$ cat config.mk
export PLATFORM = sky130hd
export DESIGN_NAME = f_param_return
export DESIGN_NICKNAME = d
export VERILOG_FILES = /design/src/rtl/f_param_return.sv
export SDC_FILE = /design/constraint.sdc
export NUM_CORES = 1
export LEC_CHECK = 0
export CORE_MARGIN = 1
export CORE_UTILIZATION = 35
export CTS_BUF_LIST = sky130_fd_sc_hd__clkbuf_4 sky130_fd_sc_hd__clkbuf_8
export DETAILED_ROUTE_END_ITERATION = 10
export GPL_TIMING_DRIVEN = 0
export SYNTH_ARGS = -nofsm -noshare
export SYNTH_HDL_FRONTEND = slang
export SYNTH_SLANG_ARGS = --single-unit
$ cat constraint.sdc
create_clock -name clk -period 4.8 [get_ports clk]
set_clock_uncertainty 0.2 [all_clocks]
set_input_delay 1.2 -clock clk [delete_from_list [all_inputs] [get_ports clk]]
set_output_delay 1.2 -clock clk [all_outputs]
set_load 0.05 [all_outputs]
$ cat src/rtl/f_param_return.sv
// Parametrised leaf-call engine: latches N_ARGS packed arguments on a start/done
// handshake and returns a selected argument, their wrapping sum, or the unsigned maximum.
module f_param_return #(
  parameter int WIDTH  = 32,
  parameter int N_ARGS = 2,
  parameter int SEL_W  = 1
) (
  input  logic                      clk,
  input  logic                      reset,
  input  logic                      start,
  input  logic [N_ARGS*WIDTH-1:0]   args,
  input  logic [SEL_W-1:0]          sel,
  input  logic [1:0]                mode,
  output logic [WIDTH-1:0]          result,
  output logic                      done,
  output logic                      busy
);

  localparam int IDX_W = (N_ARGS > 1) ? $clog2(N_ARGS) : 1;
  localparam logic [IDX_W-1:0] LAST_IDX = IDX_W'(N_ARGS - 1);

  typedef enum logic [1:0] {
    IDLE,
    LATCH,
    RUN,
    RET
  } state_t;

  state_t                    state_q, state_d;
  logic [N_ARGS*WIDTH-1:0]   args_q, args_d;
  logic [SEL_W-1:0]          sel_q, sel_d;
  logic [1:0]                mode_q, mode_d;
  logic [WIDTH-1:0]          acc_q, acc_d;
  logic [IDX_W-1:0]          idx_q, idx_d;
  logic [WIDTH-1:0]          result_q, result_d;
  logic                      done_q, done_d;
  logic                      busy_q, busy_d;

  logic [WIDTH-1:0]          arg_arr [N_ARGS];
  logic [WIDTH-1:0]          cur_arg;
  logic [WIDTH-1:0]          sel_arg;
  logic [WIDTH-1:0]          ret_val;

  for (genvar g = 0; g < N_ARGS; g++) begin : g_unpack
    assign arg_arr[g] = args_q[g*WIDTH +: WIDTH];
  end

  // Explicit compares instead of dynamic indexing, so an out-of-range sel yields 0.
  always_comb begin
    cur_arg = '0;
    sel_arg = '0;
    for (int i = 0; i < N_ARGS; i++) begin
      if (32'(idx_q) == i) cur_arg = arg_arr[i];
      if (32'(sel_q) == i) sel_arg = arg_arr[i];
    end
  end

  always_comb begin
    case (mode_q)
      2'd0:    ret_val = sel_arg;
      2'd1,
      2'd2:    ret_val = acc_q;
      default: ret_val = '0;
    endcase
  end

  always_comb begin
    state_d  = state_q;
    args_d   = args_q;
    sel_d    = sel_q;
    mode_d   = mode_q;
    acc_d    = acc_q;
    idx_d    = idx_q;
    result_d = result_q;
    done_d   = done_q;
    busy_d   = busy_q;
    case (state_q)
      IDLE: begin
        if (start) begin
          state_d = LATCH;
          busy_d  = 1'b1;
        end
      end
      LATCH: begin
        args_d  = args;
        sel_d   = sel;
        mode_d  = mode;
        done_d  = 1'b0;
        acc_d   = '0;
        idx_d   = '0;
        state_d = (mode == 2'd1 || mode == 2'd2) ? RUN : RET;
      end
      RUN: begin
        if (mode_q == 2'd1) acc_d = acc_q + cur_arg;
        else                acc_d = (cur_arg > acc_q) ? cur_arg : acc_q;
        idx_d = idx_q + 1'b1;
        if (idx_q == LAST_IDX) state_d = RET;
      end
      RET: begin
        result_d = ret_val;
        done_d   = 1'b1;
        busy_d   = 1'b0;
        state_d  = IDLE;
      end
      default: state_d = IDLE;
    endcase
  end

  always_ff @(posedge clk) begin
    if (reset) begin
      state_q  <= IDLE;
      args_q   <= '0;
      sel_q    <= '0;
      mode_q   <= '0;
      acc_q    <= '0;
      idx_q    <= '0;
      result_q <= '0;
      done_q   <= 1'b0;
      busy_q   <= 1'b0;
    end else begin
      state_q  <= state_d;
      args_q   <= args_d;
      sel_q    <= sel_d;
      mode_q   <= mode_d;
      acc_q    <= acc_d;
      idx_q    <= idx_d;
      result_q <= result_d;
      done_q   <= done_d;
      busy_q   <= busy_d;
    end
  end

  assign result = result_q;
  assign done   = done_q;
  assign busy   = busy_q;

endmodule

==> results of run 1 <==
-- power by group --
| part | switching, W | internal [W] |
|---|---|---|
| sequential | 0.000114 | 0.00128 |
| clock | 0.000503 | 0.000653 |
| combinational | 0.00126 | 0.000814 |
-- sequential cells by signal (all words and copies together) (netlist names) --
signal and cells:
state_q 2, done 1, busy 1, args_q 64, mode_q 2, idx_q 1
result 32, acc_q 32, sel_q 1
-- cell type report --
cell class                 count  share of cell area
multi-input combinational    747              0.5221
sequential                   136              0.2526
timing repair buffer         103             0.09542
tap                          324             0.03761
buffer                        61             0.02449
clock buffer                  19             0.02426
inverter                      67             0.02333
clock inverter                13             0.01997
antenna                        1           0.0002322
-- cell families after synthesis --
family,synth area share
flip-flops,0.3083
AO/OA/AOI/OAI,0.1955
XOR/XNOR,0.02479
AND/OR/NAND/NOR,0.1363
buffers and inverters,0.05781
multiplexers,0.1645
adder cells (fa/ha/maj),0.1128
-- metal layers --
metal / vias up / GRT usage / wire length [um]
met5: - / 0 / 0
met4: 0 / 0.08619 / 864
met3: 55 / 0.03357 / 1166
met2: 177 / 0.3462 / 12520
met1: 3619 / 0.2791 / 12910
li1: 3852 / - / -
-- layout by cell type (no fill, tap or decap), types with 30 or more instances in the layout --
master           netlist  final
mux2_2                65     65
mux2i_1               72     72
nand2_1               30     30
a21oi_1               66     66
clkbuf_1              51     47
ha_1                  78     78
a22o_1                39     39
a22oi_1               38     38
inv_1                 65     65
dfxtp_1              136    136
clkdlybuf4s50_1        0    102
nor2_1               159    159
-- cells in the mapped netlist (2+ instances only) --
cell type and number:
a2111oi_0 3, a2111oi_2 3, a211oi_1 7, a21boi_0 3, a21o_1 4, a21oi_1 66, a21oi_2 2, a221o_1 3
a221oi_1 2, a22o_1 39, a22oi_1 38, a31oi_1 3, a41oi_1 3, and2_1 6, buf_1 2, buf_2 6
buf_6 2, clkbuf_1 51, clkinv_1 2, dfxtp_1 136, ha_1 78, inv_1 65, mux2_2 65, mux2i_1 72
nand2_1 30, nand2b_1 12, nand3_1 10, nand4_1 11, nor2_1 159, nor2b_1 8, nor3_1 8, nor4_1 7
nor4b_1 2, o211ai_1 6, o21ai_0 25, o21bai_1 5, o221ai_1 2, o22ai_1 4, o2bb2ai_1 2, o311ai_0 2
o31ai_1 10, o41ai_1 2, or4_1 2, xnor2_1 23, xor2_1 2
-- final timing paths --
| check | to | slack (ns) | cells after the start |
|---|---|---|---|
| worst max register to register | acc_q[9] | 0.19 | 13 |
| worst min-delay path | done | 0.28 | 2 |
| worst max-delay path | acc_q[9] | 0.19 | 13 |
| worst min register to register | done | 0.28 | 2 |
-- worst min-delay path, cell delays in order (launching register included) --
cell and delay, ns:
dfxtp_1 0.32, nand2b_1 0.06, a21oi_1 0.06
-- repair_timing --
item / 4_1_cts / 5_1_grt
pin swaps: 1 / 0
hold endpoints to repair: 0 / 0
endpoints found under the setup margin: 32 / 27
buffers inserted: 1 / 0
gates resized for setup: 9 / 4
gates cloned: 0 / 0
-- per-stage QoR --
stage	setup TNS [ns]	cell area, um2	cells	total power, W
2_1_floorplan	0	8831	1012	0.002840
3_3_place_gp	-18.06	10260	1438	0.003433
3_5_place_dp	-18.29	10260	1438	0.003452
4_1_cts	0	10760	1471	0.004625
5_1_grt	-0.02840	10780	1471	0.004882
6_report	0	10780	1471	0.004620
==> flow_summary_export.csv, run 1 <==
group,metric,value,unit
cts,cts.sinks,136,
finish,multi_input_area,5628,um2
grt,antenna_found_initial,1,
floorplan,num_rows,57,
critical_path,path_buf_inv,3,
power_and_ir_drop,power_density,428.6,nW/um2
synthesis,yosys.area.top_type,"dfxtp_1",
finish,area_growth_syn_to_layout,22.06,%
placement,place_congestion,0.8887,
drt,drtIter0Drc,543,
synthesis,avgSynthCellArea,8.726,um2
synthesis,synth_async_sr_flop_share,0,
sta,finalSetupViolCount,0,
critical_path,crit_chain,"clkbuf_4, mux2_2, ha_1, clkbuf_1, nand4_1, nor4b_1, a2111oi_1, a41oi_4, a21oi_4, buf_6, nor3_4, o211ai_1, nand2_1",
placement,place_ws,-0.7559,ns
critical_path,r2r_start,"idx_q",
finish,fillers,2496,
synthesis,syn_nets,1161,
grt,grt_usage,0.2126,
sta,final_max_slew_viol_count,0,
power_and_ir_drop,p_leak,4.260,nW
cts,cts_buffers,17,
finish,final_net_count,1282,
drt,wl_per_cell,18.67,um
placement,dp_hpwl,20120,um
sta,period_minus_slack,4.608,ns
floorplan,fp.coreArea,24530,um2
critical_path,critPathTopFamily,"simple AND/OR/NAND/NOR gates",
synthesis,yosysSeqAreaShare,0.3083,
sta,max_clock_freq,217.0,MHz
power_and_ir_drop,vdd_drop_max,0.0002679,V
sta,holdWs,0.2811,ns
critical_path,cpMaxStageDelayCell,"dfxtp_1",
critical_path,end_kind,"flop",
synthesis,synth_seq_cells,136,
drt,wirelength,27460,um
hold_path,hp-class,"flop to flop",
finish,seqCellArea,2723,um2
critical_path,start_kind,"flop",
floorplan,io_pins,104,
grt,grt_remaining_overflow,0,
critical_path,cp.arrival,4.82,ns
synthesis,netlist.area_leader.share,0.3083,
drt,drc,0,
floorplan,die_w,160.8,um
cts,path_clk_slew,0.09,ns
synthesis,syn_inst,1012,
cts,cts_tree,"yes",
cts,cts_root_buf,"clkbuf_8",
synthesis,netlist_area,8831,um2
sta,hold_viol_final,0,
finish,drive_above_1_share,0.1143,
sta,worstMarginPinSlew,0.9687,ns
drt,first_pass_iters,4,
synthesis,synth_flop_cell,"dfxtp_1",
cts,cts.htree.levels,4,
grt,grt_max_degree,17,
cts,cts_buffer_depth,2,
critical_path,critPathMaxStageDelay,0.63,ns
floorplan,die_h,160.8,um
hold_path,holdCritStartpoint,"done",
synthesis,synth_area_leaders,"dfxtp_1 (31%), ha_1 (11%), mux2_2 (8.3%), mux2i_1 (8.2%), nor2_1 (6.8%)",
sta,max_slew_margin,0.3542,
critical_path,path_max_fanout,10,
floorplan,fp.dieArea,25870,um2
grt,grt_pass1_vias,7615,
critical_path,path_class,"flop to flop",
flow_run,max_cap_violations,0,
critical_path,crit_start,"idx_q",
drt,ant_nets,0,
sta,final.setup.worst_slack,0.1917,ns
status,status,"complete, no violations",
placement,io_buffers,102,
synthesis,synthDistinctLibCells,64,
grt,grt_pass1_wl,42440,um
synthesis,synth_edf_count,0,
finish,final_util,0.4394,
floorplan,initial_core_util,0.3600,
sta,post-route-period-util,0.9601,
drt,dr_total_vias,7703,
critical_path,required,5.01,ns
cts,postCtsHoldBufs,0,
synthesis,yosys_warnings,0,
drt,viasPerCell,5.237,
cts,insertion_delay,0.46,ns
No activity file was read; power rests on OpenSTA's default activity.
==> inputs of run 2 (changes only) <==
- CORE_MARGIN: 1 -> 4
- GPL_TIMING_DRIVEN: 0 -> 1
==> flow_summary_export.csv, run 2 (synthesis gave the netlist of run 1 again) <==
group,metric,value,unit
finish,final_util,0.4274,
floorplan,die_h,166.8,um
critical_path,path_max_fanout,27,
finish,top_register,"args_q",
sta,final_max_slew_viol_count,0,
drt,wirelength,23570,um
drt,first_pass_iters,5,
grt,antenna_found_initial,0,
sta,hold_viol_final,0,
floorplan,fp.dieArea,27840,um2
cts,insertion_delay,0.46,ns
sta,worstMarginPinSlew,1.171,ns
finish,drive_above_1_share,0.1158,
grt,grt_remaining_overflow,0,
placement,dp_hpwl,17140,um
sta,grt_setup_unrepaired,"no",
grt,grt_pass1_wl,39190,um
finish,fillers,2493,
floorplan,num_rows,57,
floorplan,io_pins,104,
sta,post-route-period-util,0.9094,
cts,cts_buffers,17,
sta,final.setup.worst_slack,0.4347,ns
cts,cts_buffer_depth,2,
finish,antenna_cells,0,
grt,grt_pass1_vias,7551,
critical_path,path_class,"flop to flop",
drt,wl_per_cell,16.59,um
finish,area_growth_syn_to_layout,19.08,%
power_and_ir_drop,finalPower,0.004255,W
cts,cts_resized,0,
critical_path,cpMaxStageDelayCell,"nor2b_1",
cts,postCtsSetupRepairBufs,0,
floorplan,fp.coreArea,24600,um2
power_and_ir_drop,p_leak,4.150,nW
critical_path,critPathTopFamily,"simple AND/OR/NAND/NOR gates",
flow_run,max_cap_violations,0,
cts,path_clk_slew,0.09,ns
finish,final_common_cell,"nor2_1",
finish,mostFrequentLayoutCells,"nor2_1 (158), dfxtp_1 (136), clkdlybuf4s50_1 (102)",
critical_path,end_kind,"flop",
grt,grt_max_degree,95,
status,status,"complete, no violations",
sta,fin_tns_setup,0,ns
power_and_ir_drop,vdd_drop_max,0.0001719,V
floorplan,initial_core_util,0.3589,
critical_path,critPathMaxStageDelay,0.94,ns
placement,place_congestion,0.9113,
cts,cts.htree.levels,4,
drt,ant_nets,0,
sta,period_minus_slack,4.365,ns
sta,holdWs,0.2803,ns
placement,place_ws,0.4847,ns
critical_path,required,4.97,ns
critical_path,start_kind,"flop",
cts,cts_tree,"yes",
hold_path,hp-class,"flop to flop",
drt,drtIter0Drc,449,
drt,dr_total_vias,7427,
finish,final_net_count,1234,
finish,largest_register_ffs,64,
cts,cts_root_buf,"clkbuf_8",
power_and_ir_drop,power_density,404.6,nW/um2
sta,max_slew_margin,0.2178,
sta,finalSetupViolCount,0,
cts,postCtsHoldBufs,0,
floorplan,die_w,166.8,um
critical_path,path_buf_inv,1,
critical_path,cp.arrival,4.53,ns
placement,io_buffers,103,
drt,drc,0,
grt,grt_usage,0.1689,
sta,max_clock_freq,229.1,MHz
cts,cts.sinks,136,
drt,viasPerCell,5.227,
critical_path,crit_chain,"buf_12, mux2_2, ha_1, nand4_2, or4_4, nor2_1, a31o_2, a41oi_4, a21oi_4, nor2b_1, a22oi_1, o21ai_0",
[run 2: changes by cell type in the layout (fill, tap and decap cells not counted), moves of 3 or more]
| cell | delta |
|---|---|
| buf_2 | -6 |
| buf_4 | +11 |
| bufinv_16 | -3 |
| clkbuf_1 | -47 |
| clkinvlp_4 | +4 |
[run 2: worst register-to-register path: stages, from the launching register on]
cell and delay (ns):
dfxtp_1 0.39, buf_12 0.22, mux2_2 0.40, ha_1 0.46, nand4_2 0.18, or4_4 0.58, nor2_1 0.14, a31o_2 0.20
a41oi_4 0.05, a21oi_4 0.17, nor2b_1 0.94, a22oi_1 0.22, o21ai_0 0.12
[run 2: power breakdown]
| part | internal, W | leakage, nW | switching, W |
|---|---|---|---|
| registers | 0.00128 | 1.10 | 0.000117 |
| logic | 0.000796 | 2.86 | 0.00111 |
| clock network | 0.000461 | 0.180 | 0.000490 |
[run 2: cell type report]
type	instances	area, um2	share of cell area
multi-input cells	747	5613	0.5337
flip-flops and latches	136	2723	0.2589
repair buffers	116	1139	0.1083
well taps	324	405.4	0.03855
inverters	67	251.5	0.02391
clock buffers	17	234.0	0.02225
clock inverters	14	151.4	0.01440
[run 2: final timing paths]
| check | start | to | slack [ns] | depth (start not counted) |
|---|---|---|---|---|
| hold reg to reg | done | done | 0.28 | 2 |
| setup / recovery | idx_q | acc_q[22] | 0.43 | 12 |
| hold / removal | done | done | 0.28 | 2 |
| setup reg to reg | idx_q | acc_q[22] | 0.43 | 12 |
[run 2: per-stage QoR]
step	instance area, um2	cells
global placement	10130	1390
detailed placement	10130	1390
CTS	10520	1421
finish	10520	1421
global route	10520	1421
floorplan	8831	1012
[run 2: metal layers]
| layer | track usage | vias to the layer above | wire, um |
|---|---|---|---|
| li1 | - | 3754 | - |
| met1 | 0.2208 | 3497 | 11130 |
| met2 | 0.2862 | 141 | 11240 |
| met3 | 0.02844 | 35 | 749 |
| met4 | 0.05016 | 0 | 458 |
| met5 | 0 | - | 0 |
==> inputs of run 3 (changes only) <==
- CTS_CLUSTER_DIAMETER: unset -> 120
==> results of run 3 <==
No change in the layout: final DEF, timing and power equal those of run 2.
==> variant 1: new RTL, settings of run 3 <==
Take the reset off `result_q` and load it in a clocked block of its own.
--- a/src/rtl/f_param_return.sv
+++ b/src/rtl/f_param_return.sv
@@ -114,7 +114,6 @@
       mode_q   <= '0;
       acc_q    <= '0;
       idx_q    <= '0;
-      result_q <= '0;
       done_q   <= 1'b0;
       busy_q   <= 1'b0;
     end else begin
@@ -124,10 +123,13 @@
       mode_q   <= mode_d;
       acc_q    <= acc_d;
       idx_q    <= idx_d;
-      result_q <= result_d;
       done_q   <= done_d;
       busy_q   <= busy_d;
     end
+  end
+
+  always_ff @(posedge clk) begin
+    result_q <= result_d;
   end
 
   assign result = result_q;
Function: differs if reset is asserted again (counterexample within 4 cycles, from zero or initial values and one cycle with reset high); with reset held inactive, the same outputs for 10 cycles.
==> variant 1 against run 3 <==
- synthesized cell count down 4.4%
- critical path depth decreased by 1
- hold slack improved by 0.0084 ns
- sequential power is 6% higher
- synthesized area is 0.82% higher
- power rose by 7.2%
- first-iteration DRC count shrank 9.6%
- utilization down 0.31 points
- worst setup slack better by 0.33 ns
- sequential share of layout area up 2.7 points
- sequential cell count unchanged
- cell area is 1.3% higher
- wire length is 0.48% lower
==> variant 1: results (changes against run 3) <==
[run_status]
status = finished, final reports clean  ; unchanged

[clock_tree]
cts_buffers = 17  ; unchanged
postCtsSetupBuffers = 0  ; unchanged
root_buffer = clkbuf_8  ; unchanged
cts_resized = 0  ; unchanged
htree_levels = 4  ; unchanged
clk_pin_slew_ns = 0.08
clk_latency_ns = 0.46  ; about the same
clk_path_buf_depth = 2  ; unchanged

[logic_synthesis]
ys.flop_type = dfxtp_1  ; unchanged
synth_warnings = 0  ; unchanged
synth-xor-area-share_pct = 2.85  ; was 2.48%
ys_seq_area_share_pct = 34.2  ; was 30.8%
synth-edff-count = 32  ; was 0
async_flop_share_pct = 0  ; unchanged
ys_types = 67  ; was 64
synthAdderAreaFrac_pct = 11.2  ; was 11.3%
synth_fp_nets = 1116  ; was 1161
netlist_top_cells_area = dfxtp_1 (23%), ha_1 (11%), edfxtp_1 (11%)  ; was dfxtp_1 (31%), ha_1 (11%), mux2_2 (8.3%)
yosys-top-cells-count = nor2_1 (149), dfxtp_1 (104), ha_1 (78)  ; was nor2_1 (159), dfxtp_1 (136), ha_1 (78)
synthMuxAreaShare_pct = 16.4  ; about the same
synth_compound_area_share_pct = 16.5  ; was 19.6%

[global_routing]
grt_usage_pct = 16.7  ; was 16.9%
grt_pass1_wl_um = 38300  ; was 39200 um
grt_max_degree = 85  ; was 95
antenna_found_initial = 0  ; unchanged
grt_pass1_vias = 7248  ; was 7551

[setup_path]
crit_path_max_fanout = 16  ; was 27
startpoint = idx_q$_SDFFE_PP0P_  ; unchanged
rr_worst_depth = 11  ; was 12
crit_arrival_ns = 4.15  ; was 4.53 ns
worstSetupEndpoint = acc_q[1]$_SDFFE_PP0P_  ; was acc_q[22]$_SDFFE_PP0P_
rrSetupSlack_ns = 0.76  ; was 0.43 ns

[layout]
final_nets = 1196  ; was 1234
antennaDiodeCount = 0  ; unchanged
fill_cells = 2596  ; was 2493
drive_above_1_share_pct = 11.7  ; was 11.6%
largest-register = args_q  ; unchanged
largest_reg_flops = 64  ; unchanged

[routing]
drt-initial-drc-count = 406  ; was 449
drt_first_pass_iters = 5  ; unchanged
num_vias = 7101  ; was 7427
drt-total-wl_um = 23500  ; was 23600 um
final_antenna_net_count = 0  ; unchanged

[timing]
max_slew.worst_pin.slew_ns = 0.973  ; was 1.17 ns

[power_and_ir_drop]
seqPwrFrac_pct = 32.3  ; was 32.7%
pwr_density_cell_nw_per_um2 = 428  ; was 405 nW/um^2
swShare_pct = 39.7  ; was 40.5%
leakagePower_nw = 4.22  ; was 4.15 nW
peakVddDrop_uv = 288  ; was 172 uV
pg_clk_w = 0.00106  ; was 0.000951 W

[worst_hold_path]
min_path_type = reg2reg  ; unchanged
holdPathEnd = done$_SDFFE_PP0P_  ; unchanged
worstHoldStart = done$_SDFFE_PP0P_  ; unchanged
whs_path_depth = 2  ; unchanged

[placed_design]
place.detailed.hpwl_um = 17000  ; was 17100 um
portBuffers = 103  ; unchanged
postPlaceCellArea_sq_um = 10200  ; was 10100 sq um
place_congestion = 0.914  ; was 0.911

-- variant 1: cell types whose count changed in the layout (fill, tap and decap cells not counted), sizes merged, moves of 8 or more --
cell	delta
nor2b	+9
a21oi	-10
nor2	-9
dfxtp	-32
a21o	+8
a22o	-32
edfxtp	+32
-- variant 1: per-layer routing --
| layer | global-route usage [%] | part of all wire, % |
|---|---|---|
| met1 | 20.9 | 46 |
| met2 | 29.3 | 50 |
| met3 | 3.97 | 4.0 |
| met4 | 3.88 | 0.71 |
| met5 | 0 | 0 |
-- variant 1: area by class of cell --
cell class	instances	area, sq um	share of cell area, %
Clock inverter	10	143	1.34
Clock buffer	22	297	2.78
Inverter	68	255	2.40
Multi-Input combinational cell	712	5410	50.8
Tap cell	330	413	3.88
Sequential cell	136	3040	28.6
Timing Repair Buffer	112	1090	10.3
-- variant 1: cell families after synthesis --
logic type	Yosys count
and+or+nand+nor	257
AOI/OAI and AO/OA	209
muxes	138
DFF	136
buffers and inverters	119
adders and majority gates	79
xor gates and xnor gates	29
-- variant 1: stage by stage --
step           hold slack [ns]  worst slack [ns]  util (%)  std cells
2_1_floorplan            0.262             0.999         -        967
3_3_place_gp             0.275             0.830      40.7       1358
3_5_place_dp             0.273             0.782      40.7       1358
4_1_cts                  0.290             0.757      42.4       1390
5_1_grt                  0.319             0.567      42.4       1390
6_report                 0.289             0.765      42.4       1390
-- variant 1: critical path: stages (launching register included) --
cell and delay (ns):
dfxtp_1 0.33, buf_4 0.25, mux2_2 0.41, ha_1 0.41, nand4_1 0.24, nor4_4 0.43, nand4_2 0.19, and3_4 0.24
a32oi_4 0.39, and2_1 0.49, o21ai_0 0.15, nor2b_1 0.14
==> variant 2: new RTL, flow settings as in run 3 <==
Without the edit above. Change the parameter `WIDTH` from 32 to 64.
--- a/src/rtl/f_param_return.sv
+++ b/src/rtl/f_param_return.sv
@@ -1,7 +1,7 @@
 // Parametrised leaf-call engine: latches N_ARGS packed arguments on a start/done
 // handshake and returns a selected argument, their wrapping sum, or the unsigned maximum.
 module f_param_return #(
-  parameter int WIDTH  = 32,
+  parameter int WIDTH  = 64,
   parameter int N_ARGS = 2,
   parameter int SEL_W  = 1
 ) (
Ports: changed (resized args and result); port bits go from 104 to 200. No check against the original RTL was run, so the function may have changed too.
==> variant 2 against run 3 <==
- global-route usage increased by 3.9 points
- sequential power increased by 100%
- power increased by 120%
- synthesized area increased by 100%
- wire length increased by 150%
- worst setup slack got worse by 0.17 ns
- fmax decreased by 3.7%
- count of clock-buffer cells in the layout increased by 54
- cell area increased by 110%
- non-clock buffer count increased by 126
- sequential cell count increased by 128
- combinational power increased by 100%
- critical endpoint is now acc_q[56]$_SDFFE_PP0P_
==> variant 2: results (changes against run 3) <==
[run_status]
status = finished, final reports clean  ; unchanged

[logic_synthesis]
syn_area_per_cell_sq_um = 8.46  ; was 8.73 sq um
netlist_top_cells_area = dfxtp_1 (30%), ha_1 (10%), mux2_2 (8.3%)  ; was dfxtp_1 (31%), ha_1 (11%), mux2_2 (8.3%)
synth_warnings = 0  ; unchanged
yosys-top-cells-count = nor2_1 (309), dfxtp_1 (264), ha_1 (147)  ; was nor2_1 (159), dfxtp_1 (136), ha_1 (78)
synthAdderAreaFrac_pct = 10.5  ; was 11.3%
synthMuxAreaShare_pct = 16.1  ; was 16.4%
synth_fp_nets = 2385  ; was 1161
ys_seq_area_share_pct = 29.7  ; was 30.8%
synth-xor-area-share_pct = 2.36  ; was 2.48%
synth_compound_area_share_pct = 20.8  ; was 19.6%

[global_routing]
antenna_found_initial = 2  ; was 0
grt_pass1_wl_um = 90500  ; was 39200 um
grt_max_degree = 163  ; was 95
met3_usage_pct = 3.45  ; was 2.84%
grt_usage_pct = 20.8  ; was 16.9%
use_met1_pct = 29.5  ; was 22.1%
use_met2_pct = 32.4  ; was 28.6%

[routing]
met2_length_um = 25500  ; was 11200 um
dr.max_layer_used = met4  ; unchanged
wl_met1_um = 27900  ; was 11100 um
wl_per_cell_um = 19.6  ; was 16.6 um
num_vias = 16100  ; was 7427
wl_met3_um = 3460  ; was 749 um
drt-initial-drc-count = 1125  ; was 449

[layout]
drive_above_1_share_pct = 13.1  ; was 11.6%
multi_input_area_share_pct = 52.8  ; was 53.4%
fill_cells = 4951  ; was 2493
antennaDiodeCount = 1  ; was 0
clkCellAreaFrac_pct = 5.78  ; was 3.66%
seq_area_sq_um = 5290  ; was 2720 sq um
largest_reg_flops = 128  ; was 64
seq_share_pct = 24.3  ; was 25.9%
nNonClkBuffers = 242  ; was 116
nClkBuffers = 71  ; was 17
num-multi-input-gates = 1567  ; was 747
final_nets = 2534  ; was 1234
seq_cells = 264  ; was 136

[power_and_ir_drop]
leakagePower_nw = 8.77  ; was 4.15 nW

[clock_tree]
clk_pin_slew_ns = 0.07  ; was 0.09 ns
clk_latency_ns = 0.64  ; was 0.46 ns
htree_levels = 2  ; was 4
clk_path_buf_depth = 3  ; was 2
cts_buffers = 48  ; was 17

[placed_design]
postPlaceCellArea_sq_um = 20500  ; was 10100 sq um
dp_slack_ns = 0.142  ; was 0.485 ns
portBuffers = 199  ; was 103
place.detailed.hpwl_um = 43100  ; was 17100 um
place_congestion = 0.918  ; was 0.911
numPlacedInstances = 2874  ; was 1390

[setup_path]
slowest_delay_ns = 0.55  ; was 0.94 ns
rrSetupSlack_ns = 0.27  ; was 0.43 ns
crit_family = simple AND/OR/NAND/NOR gates  ; unchanged
r2r_end = acc_q[56]$_SDFFE_PP0P_  ; was acc_q[22]$_SDFFE_PP0P_
crit_slowest_cell = or4_1  ; was nor2b_1

[timing]
whs_ns = 0.275  ; was 0.280 ns

-- variant 2: changes by cell type after synthesis, moves of 60 or more --
cell,change
nor2_1,+150
inv_1,+63
clkbuf_1,+60
mux2i_1,+67
ha_1,+69
dfxtp_1,+128
mux2_2,+66
nand2_1,+67
-- variant 2: logic make-up (layout without fill, tap and decap cells) --
| logic type | after synthesis | in the layout |
|---|---|---|
| and+or+nand+nor | 574 | 574 |
| AOI/OAI and AO/OA | 527 | 527 |
| buffers and inverters | 272 | 460 |
| muxes | 270 | 270 |
| DFF | 264 | 264 |
| adders and majority gates | 148 | 148 |
| xor gates and xnor gates | 48 | 48 |
| other | 0 | 1 |
-- variant 2: power by group --
part / switching [W] / leakage (nW) / total [W] / internal [W]
registers: 0.000289 / 2.15 / 0.00278 / 0.00249
clock network: 0.00104 / 0.641 / 0.00277 / 0.00173
logic: 0.00232 / 5.98 / 0.00389 / 0.00158
-- variant 2: worst max-delay path by stage --
stage / slack, ns / from / cells past startpoint / endpoint
6_report: 0.27 / idx_q$_SDFFE_PP0P_ / 12 / acc_q[56]$_SDFFE_PP0P_
5_1_grt: 0.07 / idx_q$_SDFFE_PP0P_ / 14 / acc_q[57]$_SDFFE_PP0P_
4_1_cts: 0.12 / idx_q$_SDFFE_PP0P_ / 14 / acc_q[57]$_SDFFE_PP0P_
3_5_place_dp: 0.14 / idx_q$_SDFFE_PP0P_ / 14 / acc_q[57]$_SDFFE_PP0P_
3_3_place_gp: 0.07 / idx_q$_SDFFE_PP0P_ / 14 / acc_q[57]$_SDFFE_PP0P_
2_1_floorplan: 0.38 / idx_q$_SDFFE_PP0P_ / 14 / acc_q[63]$_SDFFE_PP0P_
-- variant 2: what timing repair did --
item	in CTS	in global routing
setup endpoints to repair	0	11
gates resized for setup	0	4
hold buffers	0	0
